--- config.mk ---
export PLATFORM = sky130hd
export DESIGN_NAME = tft_draw_arbiter
export DESIGN_NICKNAME = d
export VERILOG_FILES = /design/src/rtl/tft_draw_arbiter.sv
export SDC_FILE = /design/constraint.sdc
export NUM_CORES = 1
export LEC_CHECK = 0
export ABC_AREA = 1
export BUFFER_PORTS_ARGS = -buffer_cell sky130_fd_sc_hd__buf_2
export CAP_MARGIN = 40
export CORE_AREA = 5 5 161 163
export CTS_CLUSTER_DIAMETER = 120
export DETAILED_ROUTE_END_ITERATION = 8
export DIE_AREA = 0 0 166 168
export GPL_ROUTABILITY_DRIVEN = 0
export SLEW_MARGIN = 20
export SYNTH_ARGS = -nofsm -noshare
export SYNTH_HDL_FRONTEND = slang
export SYNTH_SLANG_ARGS = --single-unit
--- constraint.sdc ---
create_clock -name clk -period 1.8 [get_ports clk]
set_input_delay 0.09 -clock clk [delete_from_list [all_inputs] [get_ports clk]]
set_output_delay 0.09 -clock clk [all_outputs]
set_load 0.02 [all_outputs]
--- src/rtl/tft_draw_arbiter.sv ---
// rtl/tft_draw_arbiter.sv - round-robin arbiter sharing one TFT rectangle-fill engine among NREQ requesters
// The owner's rectangle is latched at grant; colour and pixel strobes are routed live.
module tft_draw_arbiter #(
  parameter int          NREQ    = 4,
  parameter logic [23:0] TIMEOUT = 24'd2000000
) (
  input  logic                 clk,
  input  logic                 arstn,
  input  logic [NREQ-1:0]      req,
  input  logic [64*NREQ-1:0]   rect,
  input  logic [16*NREQ-1:0]   color,
  output logic [NREQ-1:0]      gnt,
  output logic [NREQ-1:0]      start,
  output logic [NREQ-1:0]      done,
  output logic [NREQ-1:0]      cnext_out,
  output logic                 tft_draw,
  output logic [15:0]          tft_xstart,
  output logic [15:0]          tft_xend,
  output logic [15:0]          tft_ystart,
  output logic [15:0]          tft_yend,
  output logic [15:0]          tft_color,
  input  logic                 tft_cnext,
  input  logic                 tft_done,
  output logic                 busy,
  output logic                 timeout_err,
  input  logic                 err_clr
);

  localparam int OW = (NREQ > 1) ? $clog2(NREQ) : 1;

  typedef enum logic [1:0] {IDLE, ISSUE, WAIT} state_t;

  state_t          state, state_nxt;
  logic [OW-1:0]   owner, ptr, winner;
  logic            found;
  logic [OW:0]     cand;
  logic [NREQ-1:0] owner_oh;
  logic [NREQ-1:0] done_r;
  logic [23:0]     wait_cnt;
  logic            finish, abort;
  logic [63:0]     rect_sel;

  // Round-robin search starting at ptr, wrapping modulo NREQ.
  always_comb begin
    winner = '0;
    found  = 1'b0;
    cand   = '0;
    for (int i = 0; i < NREQ; i++) begin
      cand = {1'b0, ptr} + (OW+1)'(i);
      if (cand >= (OW+1)'(NREQ))
        cand = cand - (OW+1)'(NREQ);
      if (!found && req[cand[OW-1:0]]) begin
        found  = 1'b1;
        winner = cand[OW-1:0];
      end
    end
  end

  always_comb begin
    owner_oh        = '0;
    owner_oh[owner] = 1'b1;
  end

  assign rect_sel = rect[64*int'(winner) +: 64];

  // A tft_done coinciding with the last allowed cycle counts as a normal finish.
  assign finish = (state == WAIT) && tft_done;
  assign abort  = (state == WAIT) && !tft_done && (wait_cnt == TIMEOUT - 24'd1);

  always_ff @(posedge clk or negedge arstn) begin
    if (!arstn)
      state <= IDLE;
    else
      state <= state_nxt;
  end

  always_comb begin
    state_nxt = state;
    case (state)
      IDLE:    if (found) state_nxt = ISSUE;
      ISSUE:   state_nxt = WAIT;
      WAIT:    if (finish || abort) state_nxt = IDLE;
      default: state_nxt = IDLE;
    endcase
  end

  always_ff @(posedge clk or negedge arstn) begin
    if (!arstn) begin
      owner       <= '0;
      ptr         <= '0;
      done_r      <= '0;
      wait_cnt    <= '0;
      timeout_err <= 1'b0;
      tft_xstart  <= '0;
      tft_xend    <= '0;
      tft_ystart  <= '0;
      tft_yend    <= '0;
    end else begin
      done_r <= '0;
      if (state == IDLE && found) begin
        owner      <= winner;
        tft_xstart <= rect_sel[63:48];
        tft_xend   <= rect_sel[47:32];
        tft_ystart <= rect_sel[31:16];
        tft_yend   <= rect_sel[15:0];
      end
      if (state == WAIT && state_nxt == WAIT)
        wait_cnt <= wait_cnt + 24'd1;
      else
        wait_cnt <= '0;
      if (finish || abort) begin
        done_r <= owner_oh;
        ptr    <= (owner == OW'(NREQ-1)) ? '0 : owner + OW'(1);
      end
      if (abort)
        timeout_err <= 1'b1;
      else if (err_clr)
        timeout_err <= 1'b0;
    end
  end

  assign busy      = (state != IDLE);
  assign gnt       = busy ? owner_oh : '0;
  assign tft_draw  = (state == ISSUE);
  assign start     = tft_draw ? owner_oh : '0;
  assign done      = done_r;
  assign cnext_out = ((state == WAIT) && tft_cnext) ? owner_oh : '0;
  assign tft_color = busy ? color[16*int'(owner) +: 16] : 16'h0000;

endmodule

==> results.sh, run 1 <==
export IMPL_slew_violations=0
export IMPL_status="complete, but fails checks"
export IMPL_r2r_start="ptr[0]"
export IMPL_synth_cell_types=37
export IMPL_ir_worst_vdd_mv=1.12
export IMPL_syn_cell_area_um2=7690
export IMPL_vias_per_cell=4.67
export IMPL_leakagePower_nw=6.77
export IMPL_tightest_slew_ns=0.581
export IMPL_initial_core_util_pct=31.8
export IMPL_fin_util_pct=47.9
export IMPL_final_cell_count_no_fill=2063
export IMPL_fin_ws_ns=-0.300
export IMPL_dp_hpwl_mm=23.8
export IMPL_synth_compound_area_share_pct=4.65
export IMPL_drt_wl_total_mm=30.8
export IMPL_syn_area_per_cell_um2=6.10
export IMPL_path_max_fanout=20
export IMPL_die_h_um=168
export IMPL_async_flop_share_pct=100
export IMPL_cp_startpoint="ptr[0]"
export IMPL_syn_to_final_growth_pct=50.5
export IMPL_mostFrequentLayoutCells="buf_2 (423), nand2_1 (375), inv_1 (202)"
export IMPL_root_buffer="clkbuf_16"
export IMPL_r2r_cells=15
export IMPL_clock_latency_ns=0.36
export IMPL_core_um2=24200
export IMPL_ys_warnings_count=0
export IMPL_met2_usage_pct=37.2
export IMPL_multi_input_area_um2=4280
export IMPL_cts_tree="built"
export IMPL_dieArea_um2=27900
export IMPL_ioPinCount=428
export IMPL_synthSimpleGateAreaFrac_pct=46.2
export IMPL_grt_pass1_vias=9391
export IMPL_finalPower_mw=24.7
export IMPL_grt_busiest_layer="met2"
export IMPL_hp_class="input pin to flop"
export IMPL_wl_per_cell_um=14.9
export IMPL_first_iter_violations=460
export IMPL_endpoint="tft_yend[2]"
export IMPL_final_common_cell="buf_2"
export IMPL_drive_gt1_share_pct=36.7
export IMPL_hold_slack_ns=0.0327
export IMPL_drc=0
export IMPL_synth_top_family_by_area="simple AND/OR/NAND/NOR gates"
export IMPL_max_freq_ghz=0.476
export IMPL_required_ns=2.09
export IMPL_grtUsageTotal_pct=21.0
export IMPL_synth_area_top_cells="dfrtp_1 (32%), nand2_1 (19%), nand3_1 (13%), inv_1 (10%), nor2_1 (5.8%)"
export IMPL_ant_nets=0
export IMPL_final_nets=2067
export IMPL_synth_xor_area_share_pct=1.14
export IMPL_yosysTopAreaCell="dfrtp_1"
export IMPL_synthAdderAreaFrac_pct=0.813
export IMPL_drv_cap=0
export IMPL_met1_usage_pct=25.5
export IMPL_r2r_end="tft_yend[2]"
export IMPL_fin_crit_ns=2.10
export IMPL_clock_path_buffers=2
export IMPL_dp_cells=2026
export IMPL_maxSlewHeadroom_pct=61.3
export IMPL_synth_top_area_share_pct=32.2
export IMPL_die_w_um=166
export IMPL_r2r_slack_ns=-0.30
export IMPL_worst_clock_skew_ns=0.0162
export IMPL_portBuffers=427
export IMPL_grt_setup_unrepaired="true"
export IMPL_critPathArrivalTime_ns=2.39
export IMPL_overflow=0
export IMPL_clock_sinks=99
export IMPL_crit_type="flop to flop"
export IMPL_synthMuxAreaShare_pct=0
export IMPL_grt_start_max_net_pins=100
export IMPL_fill_cells=2532
export IMPL_synth_edff_count=0
export IMPL_violations="setup timing"
export IMPL_clkTransAtPathRegs_ns=0.09
export IMPL_regArea_um2=2480
export IMPL_finalHoldViolCount=0
export IMPL_start_kind="flop"
export IMPL_vias=9632
export IMPL_setup_viol=65
export IMPL_grtUsageMet3_pct=3.77
export IMPL_antenna_found_initial=1
export IMPL_grt_pass1_wl_mm=48.3
export IMPL_fin_crit_sh_pct=117
export IMPL_powerDensity_nw_per_um2=2130
export IMPL_yosysSeqAreaShare_pct=32.2
export IMPL_synthCells=1262
export IMPL_end_kind="flop"
export IMPL_rows=57
export IMPL_ctsHtreeMaxLevel=3
export IMPL_ys_ff_latch=99
export IMPL_syn_nets=1596
export IMPL_ys_flop_type="dfrtp_1"
export IMPL_drt_first_pass_iters=6
export IMPL_cts_buffers=9
[worst max-delay path, cell delays in order (launching register included)]
cell	delay [ns]
dfrtp_2	0.46
buf_6	0.16
nand2_4	0.07
nand2_4	0.06
nand2_2	0.07
nand2_2	0.06
nor2_4	0.13
buf_6	0.12
nand4_1	0.10
nand2_2	0.12
buf_4	0.14
inv_6	0.05
nor2_4	0.14
buf_12	0.18
nand2_1	0.09
nand3_1	0.08
[Yosys cell counts (7+ instances only)]
library cell and instances:
nand4_1 7, a21oi_1 27, nand3b_1 28, nor3_1 7
or2_2 35, clkbuf_1 33, nor2_1 119, o21ai_0 39
buf_2 15, nand3_1 193, buf_4 13, inv_1 205
dfrtp_1 99, nand2_1 391
[registers in the layout, summed over array words and instances, names as in the netlist]
register and count:
tft_yend 16, state 2, tft_ystart 16, tft_xstart 16, timeout_err 1, wait_cnt 24, tft_xend 16, done 4
ptr 2, owner 2
[per-layer routing]
| layer | vias up | part of all wire [%] |
|---|---|---|
| met5 | - | 0 |
| met4 | 0 | 3.3 |
| met3 | 61 | 6.7 |
| met2 | 370 | 50 |
| met1 | 4390 | 40 |
| li1 | 4811 | - |
[where the power goes]
part           internal, mW  leakage (nW)  total, mW  switching (mW)
logic                  7.79          5.36       18.9            11.2
clock network          1.01         0.154       2.06            1.05
registers              3.15          1.26       3.66           0.517
[final cells by class]
cell class                      instances  area share (%)
Antenna cell                            1          0.0216
Clock buffer                            9            1.95
Clock inverter                          7           0.810
Inverter                              211            7.01
Multi-Input combinational cell        885            36.9
Sequential cell                        99            21.4
Tap cell                              324            3.50
Timing Repair Buffer                  526            28.3
Timing Repair inverter                  1          0.0648
[per-stage QoR]
stage / setup TNS, ns / worst slack, ns / cell area, um2
floorplan: -2.23 / -0.0559 / 7730
global route: -26.29 / -0.442 / 11600
finish: -15.98 / -0.300 / 11600
global placement: -13.55 / -0.265 / 10700
CTS: -16.44 / -0.304 / 11400
detailed placement: -16.02 / -0.301 / 10700
[kinds of logic after synthesis]
| kind of cell | count (synthesis) |
|---|---|
| xor gates and xnor gates | 10 |
| adders and majority gates | 5 |
| DFF | 99 |
| AOI/OAI and AO/OA | 70 |
| buffers and inverters | 278 |
| and+or+nand+nor | 800 |
[how the worst min path moves through the flow]
| stage | slack (ns) | from | to | cells past startpoint |
|---|---|---|---|---|
| detailed placement | 0.20 | arstn | tft_xstart[5] | 2 |
| floorplan | -0.21 | arstn | done[0] | 0 |
| global route | 0.05 | rect[109] | tft_xend[13] | 4 |
| finish | 0.03 | rect[78] | tft_yend[14] | 5 |
| CTS | 0.02 | rect[78] | tft_yend[14] | 5 |
| global placement | 0.19 | arstn | tft_xstart[5] | 2 |
[what timing repair did]
| item | 4_1_cts | 5_1_grt |
|---|---|---|
| hold buffers | 3 | 0 |
| pin swaps | 14 | 6 |
| endpoints found under the hold margin | 100 | 0 |
| endpoints found under the setup margin | 92 | 120 |
| gates resized for setup | 54 | 31 |
| gates cloned | 5 | 2 |
| buffers inserted | 11 | 0 |
Power figures use the tool's default switching activity.
==> run 2: changes to the inputs <==
- CORE_AREA: 5 5 161 163 -> 5 5 165 167
- DIE_AREA: 0 0 166 168 -> 0 0 170 172
==> run 2 against run 1 <==
Critical path type unchanged. Largest power group unchanged. Setup slack got worse by 0.081 ns. Count of clock-buffer cells in the layout did not move. Critical endpoint is now tft_yend[8]. Wire length up 13%. The run still ends with setup timing left. Cell count is 1.6% higher. Highest routed layer is now met5. Total power grew 23%. Clock power shrank 2%. First-iteration DRC count is 5.4% higher. Non-clock buffer count rose by 18. Combinational power grew 30%. Clock skew decreased by 0.0021 ns. Sequential power hardly changed.
==> results.sh, run 2 (synthesis results as in run 1) <==
export IMPL_first_iter_violations=485
export IMPL_path_max_fanout=7
export IMPL_vias=10100
export IMPL_mostFrequentLayoutCells="buf_2 (417), nand2_1 (343), inv_1 (204)"
export IMPL_dieArea_um2=29200
export IMPL_rows=59
export IMPL_vias_per_cell=4.81
export IMPL_crit_top_cell="nand2_1"
export IMPL_die_w_um=170
export IMPL_ir_worst_vdd_mv=1.07
export IMPL_ctsHtreeMaxLevel=3
export IMPL_regMostFlops="wait_cnt"
export IMPL_fin_crit_ns=2.18
export IMPL_grt_pass1_vias=9677
export IMPL_wl_per_cell_um=16.5
export IMPL_cpPeakStageDelay_ns=0.45
export IMPL_fill_cells=2563
export IMPL_ioPinCount=428
export IMPL_fin_ws_ns=-0.381
export IMPL_core_um2=25600
export IMPL_syn_to_final_growth_pct=65.1
export IMPL_setup_viol=68
export IMPL_required_ns=2.05
export IMPL_leakagePower_nw=7.19
export IMPL_final_common_cell="buf_2"
export IMPL_initial_core_util_pct=30.0
export IMPL_cts_tree="built"
export IMPL_die_h_um=172
export IMPL_dp_hpwl_mm=23.5
export IMPL_drt_wl_total_mm=34.7
export IMPL_largest_reg_flops=24
export IMPL_drv_cap=0
export IMPL_grt_start_max_net_pins=59
export IMPL_overflow=0
export IMPL_antenna_found_initial=4
export IMPL_stdcell_area_um2=12700
export IMPL_portBuffers=427
export IMPL_hp_class="input pin to flop"
export IMPL_clkTransAtPathRegs_ns=0.08
export IMPL_grt_setup_unrepaired="true"
export IMPL_cts_buffers=9
export IMPL_critPathArrivalTime_ns=2.43
export IMPL_end_kind="flop"
export IMPL_drive_gt1_share_pct=42.0
export IMPL_cp_slowest_cell="dfrtp_2"
export IMPL_clock_sinks=99
export IMPL_hold_slack_ns=0.0351
export IMPL_multi_input_area_um2=4760
export IMPL_grtUsageTotal_pct=20.9
export IMPL_finalHoldViolCount=0
export IMPL_final_nets=2087
export IMPL_status="complete, but fails checks"
export IMPL_placed_cell_area_um2=10500
export IMPL_ant_nets=0
export IMPL_violations="setup timing"
export IMPL_powerDensity_nw_per_um2=2380
export IMPL_fin_util_pct=49.6
export IMPL_drt_first_pass_iters=5
export IMPL_clock_path_buffers=2
export IMPL_fin_crit_sh_pct=121
export IMPL_worst_clock_skew_ns=0.0141
export IMPL_tightest_slew_ns=0.427
export IMPL_maxSlewHeadroom_pct=71.6
export IMPL_regArea_um2=2480
export IMPL_grt_pass1_wl_mm=49.0
export IMPL_start_kind="flop"
export IMPL_max_freq_ghz=0.459
export IMPL_root_buffer="clkbuf_16"
export IMPL_slew_violations=0
export IMPL_clock_latency_ns=0.36
export IMPL_path_cells="clkinvlp_4, nand2_4, nand3_4, buf_4, a31oi_1, nand3_2, nand2_4, inv_6, buf_12, clkbuf_16, nand3_4, nand2_1, nand2_1, nand2_1"
export IMPL_drc=0
export IMPL_crit_type="flop to flop"
==> run 2: cell count changes in the layout (fill, tap and decap cells not counted), moves of 7 or more <==
cell	change
nand3_1	-34
nand2_1	-32
nand3_2	+30
nand2_2	+26
or2_4	+20
or2_2	-19
buf_4	-14
clkbuf_16	+12
buf_6	+11
buf_8	+7
==> run 2: timing repair <==
| action | in CTS | in global routing |
|---|---|---|
| hold buffers | 3 | 0 |
| gates cloned | 13 | 16 |
| pin swaps | 14 | 52 |
| setup buffers | 13 | 15 |
| setup endpoints to repair | 73 | 103 |
| hold endpoints to repair | 100 | 0 |
| gates resized for setup | 109 | 151 |
==> run 2: per-stage QoR <==
step | setup TNS (ns) | setup WS (ns) | instances | power [mW]
after global placement | -15.94 | -0.326 | 2020 | 20.0
after detailed placement | -18.93 | -0.338 | 2020 | 20.2
after floorplan | -2.23 | -0.0559 | 1262 | 14.8
final | -22.13 | -0.381 | 2097 | 30.3
after CTS | -16.28 | -0.302 | 2065 | 26.6
after global routing | -30.12 | -0.477 | 2096 | 32.4
==> run 2: worst paths after layout <==
path                                from             to  slack (ns)  cells after the start
setup reg to reg                  ptr[0]    tft_yend[8]       -0.38                     14
hold reg to reg            tft_ystart[5]  tft_ystart[5]        0.47                      2
min in group asynchronous          arstn  tft_xstart[7]        0.10                      2
setup / recovery                  ptr[0]    tft_yend[8]       -0.38                     14
hold / removal                  rect[73]    tft_yend[9]        0.04                      5
max in group asynchronous          arstn  tft_ystart[7]        1.03                      3
==> run 2: power breakdown <==
group / switching [mW] / leakage, nW / internal, mW
combinational: 13.6 / 5.79 / 10.9
clock: 1.02 / 0.144 / 0.987
sequential: 0.547 / 1.26 / 3.15
==> run 2: final cells by class <==
type                    instances  share of cell area, %
well taps                     335                   3.30
multi-input cells             887                   37.5
inverters                     211                   6.60
flip-flops and latches         99                   19.5
clock buffers                   9                   1.77
repair inverters                1                 0.0591
repair buffers                544                   30.5
clock inverters                 7                  0.611
diodes                          4                 0.0788
==> run 2: worst max-delay path: cells and delay by family (launching register included) <==
kind / cells / cell delay, ns
and+or+nand+nor: 8 / 0.72
buffers and inverters: 5 / 0.68
DFF: 1 / 0.45
AOI/OAI and AO/OA: 1 / 0.21
==> run 2: per-layer routing <==
metal	vias to the layer above	part of all wire, %	track usage, %
li1	4861	-	-
met1	4645	37	24.3
met2	494	50	37.4
met3	93	8.9	4.87
met4	2	3.9	7.78
met5	-	0.038	0
==> run 3: changes to the inputs <==
- CORE_AREA: 5 5 165 167 -> 5 5 163 165
- CTS_BUF_LIST: unset -> sky130_fd_sc_hd__clkbuf_4
- DIE_AREA: 0 0 170 172 -> 0 0 168 170
- RECOVER_POWER: unset -> 50
==> run 3 against run 2 <==
The flow still finishes with violations (setup timing). Sequential power barely moved. Clock power fell by 32%. Non-clock buffer count rose by 258. Critical path depth rose by 1. Total power rose by 2.7%. Cell area rose by 22%. Global-route usage rose by 5.9 points. First-iteration DRC count rose by 62%. Clock skew rose by 0.028 ns. Highest routed layer is now met4.
==> results.sh, run 3 (synthesis results as in run 1) <==
export IMPL_status="complete, but fails checks"
export IMPL_violations="setup timing"
export IMPL_leakagePower_nw=8.27
export IMPL_root_buffer="clkbuf_4"
export IMPL_grtUsageTotal_pct=26.8
export IMPL_ant_nets=0
export IMPL_grt_pass1_wl_mm=62.1
export IMPL_finalPower_mw=31.1
export IMPL_antenna_found_initial=4
export IMPL_setup_viol=91
export IMPL_fin_crit_ns=2.15
export IMPL_crit_type="flop to flop"
export IMPL_ioPinCount=428
export IMPL_syn_to_final_growth_pct=101
export IMPL_final_cell_count_no_fill=2355
export IMPL_first_iter_violations=787
export IMPL_dp_cells=2020
export IMPL_stdcell_area_um2=15500
export IMPL_rows=58
export IMPL_cpPeakStageDelay_ns=0.50
export IMPL_drt_wl_total_mm=42.6
export IMPL_powerDensity_nw_per_um2=2010
export IMPL_path_cells="buf_8, nand2_1, nand2_2, nand2_1, nand2_2, nor2_1, nor2_2, nand2_4, nand2_8, buf_12, buf_8, buf_6, nand2_1, nand3_2, nand3_1"
export IMPL_end_kind="flop"
export IMPL_initial_core_util_pct=30.9
export IMPL_worst_clock_skew_ns=0.0421
export IMPL_regMostFlops="wait_cnt"
export IMPL_vias_per_cell=5.10
export IMPL_drv_cap=0
export IMPL_dieArea_um2=28600
export IMPL_crit_top_cell="nand2_1"
export IMPL_clock_sinks=99
export IMPL_hold_slack_ns=0.0394
export IMPL_placed_cell_area_um2=10600
export IMPL_hp_class="input pin to flop"
export IMPL_required_ns=2.18
export IMPL_critPathArrivalTime_ns=2.53
export IMPL_ctsHtreeMaxLevel=3
export IMPL_drt_first_pass_iters=5
export IMPL_path_buf_inv=4
export IMPL_clock_path_buffers=2
export IMPL_grt_start_max_net_pins=100
export IMPL_final_common_cell="buf_2"
export IMPL_grt_setup_unrepaired="true"
export IMPL_fin_ws_ns=-0.354
export IMPL_setup_tns_ns=-20.76
export IMPL_overflow=0
export IMPL_path_max_fanout=9
export IMPL_fin_util_pct=62.2
export IMPL_portBuffers=427
export IMPL_max_freq_ghz=0.464
export IMPL_clkTransAtPathRegs_ns=0.18
export IMPL_die_h_um=170
export IMPL_clock_latency_ns=0.51
export IMPL_final_nets=2344
export IMPL_cts_buffers=9
export IMPL_mostFrequentLayoutCells="buf_2 (398), nand2_1 (348), dlygate4sd3_1 (247)"
export IMPL_vias=12000
export IMPL_cp_slowest_cell="dfrtp_2"
export IMPL_dp_hpwl_mm=23.5
export IMPL_drive_gt1_share_pct=40.2
export IMPL_place_ws_ns=-0.362
export IMPL_fin_crit_sh_pct=120
export IMPL_largest_reg_flops=24
export IMPL_wl_per_cell_um=18.1
export IMPL_maxSlewHeadroom_pct=1.64
export IMPL_cp_startpoint="ptr[0]"
export IMPL_core_um2=24900
export IMPL_slew_violations=0
export IMPL_die_w_um=168
export IMPL_finalHoldViolCount=0
export IMPL_start_kind="flop"
export IMPL_tightest_slew_ns=1.48
export IMPL_critPathTopFamily="simple AND/OR/NAND/NOR gates"
export IMPL_r2r_start="ptr[0]"
export IMPL_grt_pass1_vias=12300
export IMPL_drc=0
export IMPL_ir_worst_vdd_mv=1.21
export IMPL_cts_tree="built"
export IMPL_min_from="rect[31]"
[run 3: cell types whose count changed in the layout (fill, tap and decap cells not counted), moves of 18 or more]
cell / before / now
o21ai_0: 31 / 9
nor2_4: 6 / 35
nand3_2: 46 / 67
buf_4: 51 / 69
buf_2: 417 / 398
nor2_1: 106 / 72
dlygate4sd3_1: 3 / 247
[run 3: path summary, 6_finish.rpt]
kind                             endpoint  slack (ns)  cells after the start
max                         tft_ystart[7]       -0.35                     15
min                        tft_ystart[15]        0.04                      7
max reg2reg                 tft_ystart[7]       -0.35                     15
min reg2reg                  tft_xend[15]        0.50                      2
max in group asynchronous          ptr[1]        0.24                      3
min in group asynchronous   tft_xstart[5]        0.55                      3
[run 3: power breakdown]
part | leakage, nW | switching (mW) | internal, mW
Combinational | 6.93 | 14.4 | 11.6
Sequential | 1.26 | 0.537 | 3.14
Clock | 0.0833 | 1.01 | 0.349
[run 3: metal layers]
metal  GRT usage [%]  vias to the layer above  share of wire [%]
li1                -                     5381                  -
met1            29.0                     5459                 34
met5               0                        -                  0
met2            46.7                      872                 48
met3            5.62                      300                8.6
met4            18.7                        0                8.7
[run 3: layout make-up]
| type | instances | area [um2] |
|---|---|---|
| diodes | 10 | 25.0 |
| clock buffers | 9 | 67.6 |
| clock inverters | 7 | 88.8 |
| fillers | 1979 | 9410 |
| inverters | 211 | 857 |
| multi-input cells | 885 | 5060 |
| flip-flops and latches | 99 | 2480 |
| well taps | 330 | 413 |
| repair buffers | 802 | 6480 |
| repair inverters | 2 | 12.5 |
[run 3: tightest hold or removal path: cells and delay by family]
kind                   cells  cell delay (ns)
buffers and inverters      2             0.11
and+or+nand+nor            5             0.28
[run 3: timing repair]
action                     4_1_cts  5_1_grt
hold buffers                   247        0
setup endpoints to repair       96      109
buffers inserted                28       13
pin swaps                       52       67
resized for setup              286      141
gates cloned                    16       12
hold endpoints to repair       164        0
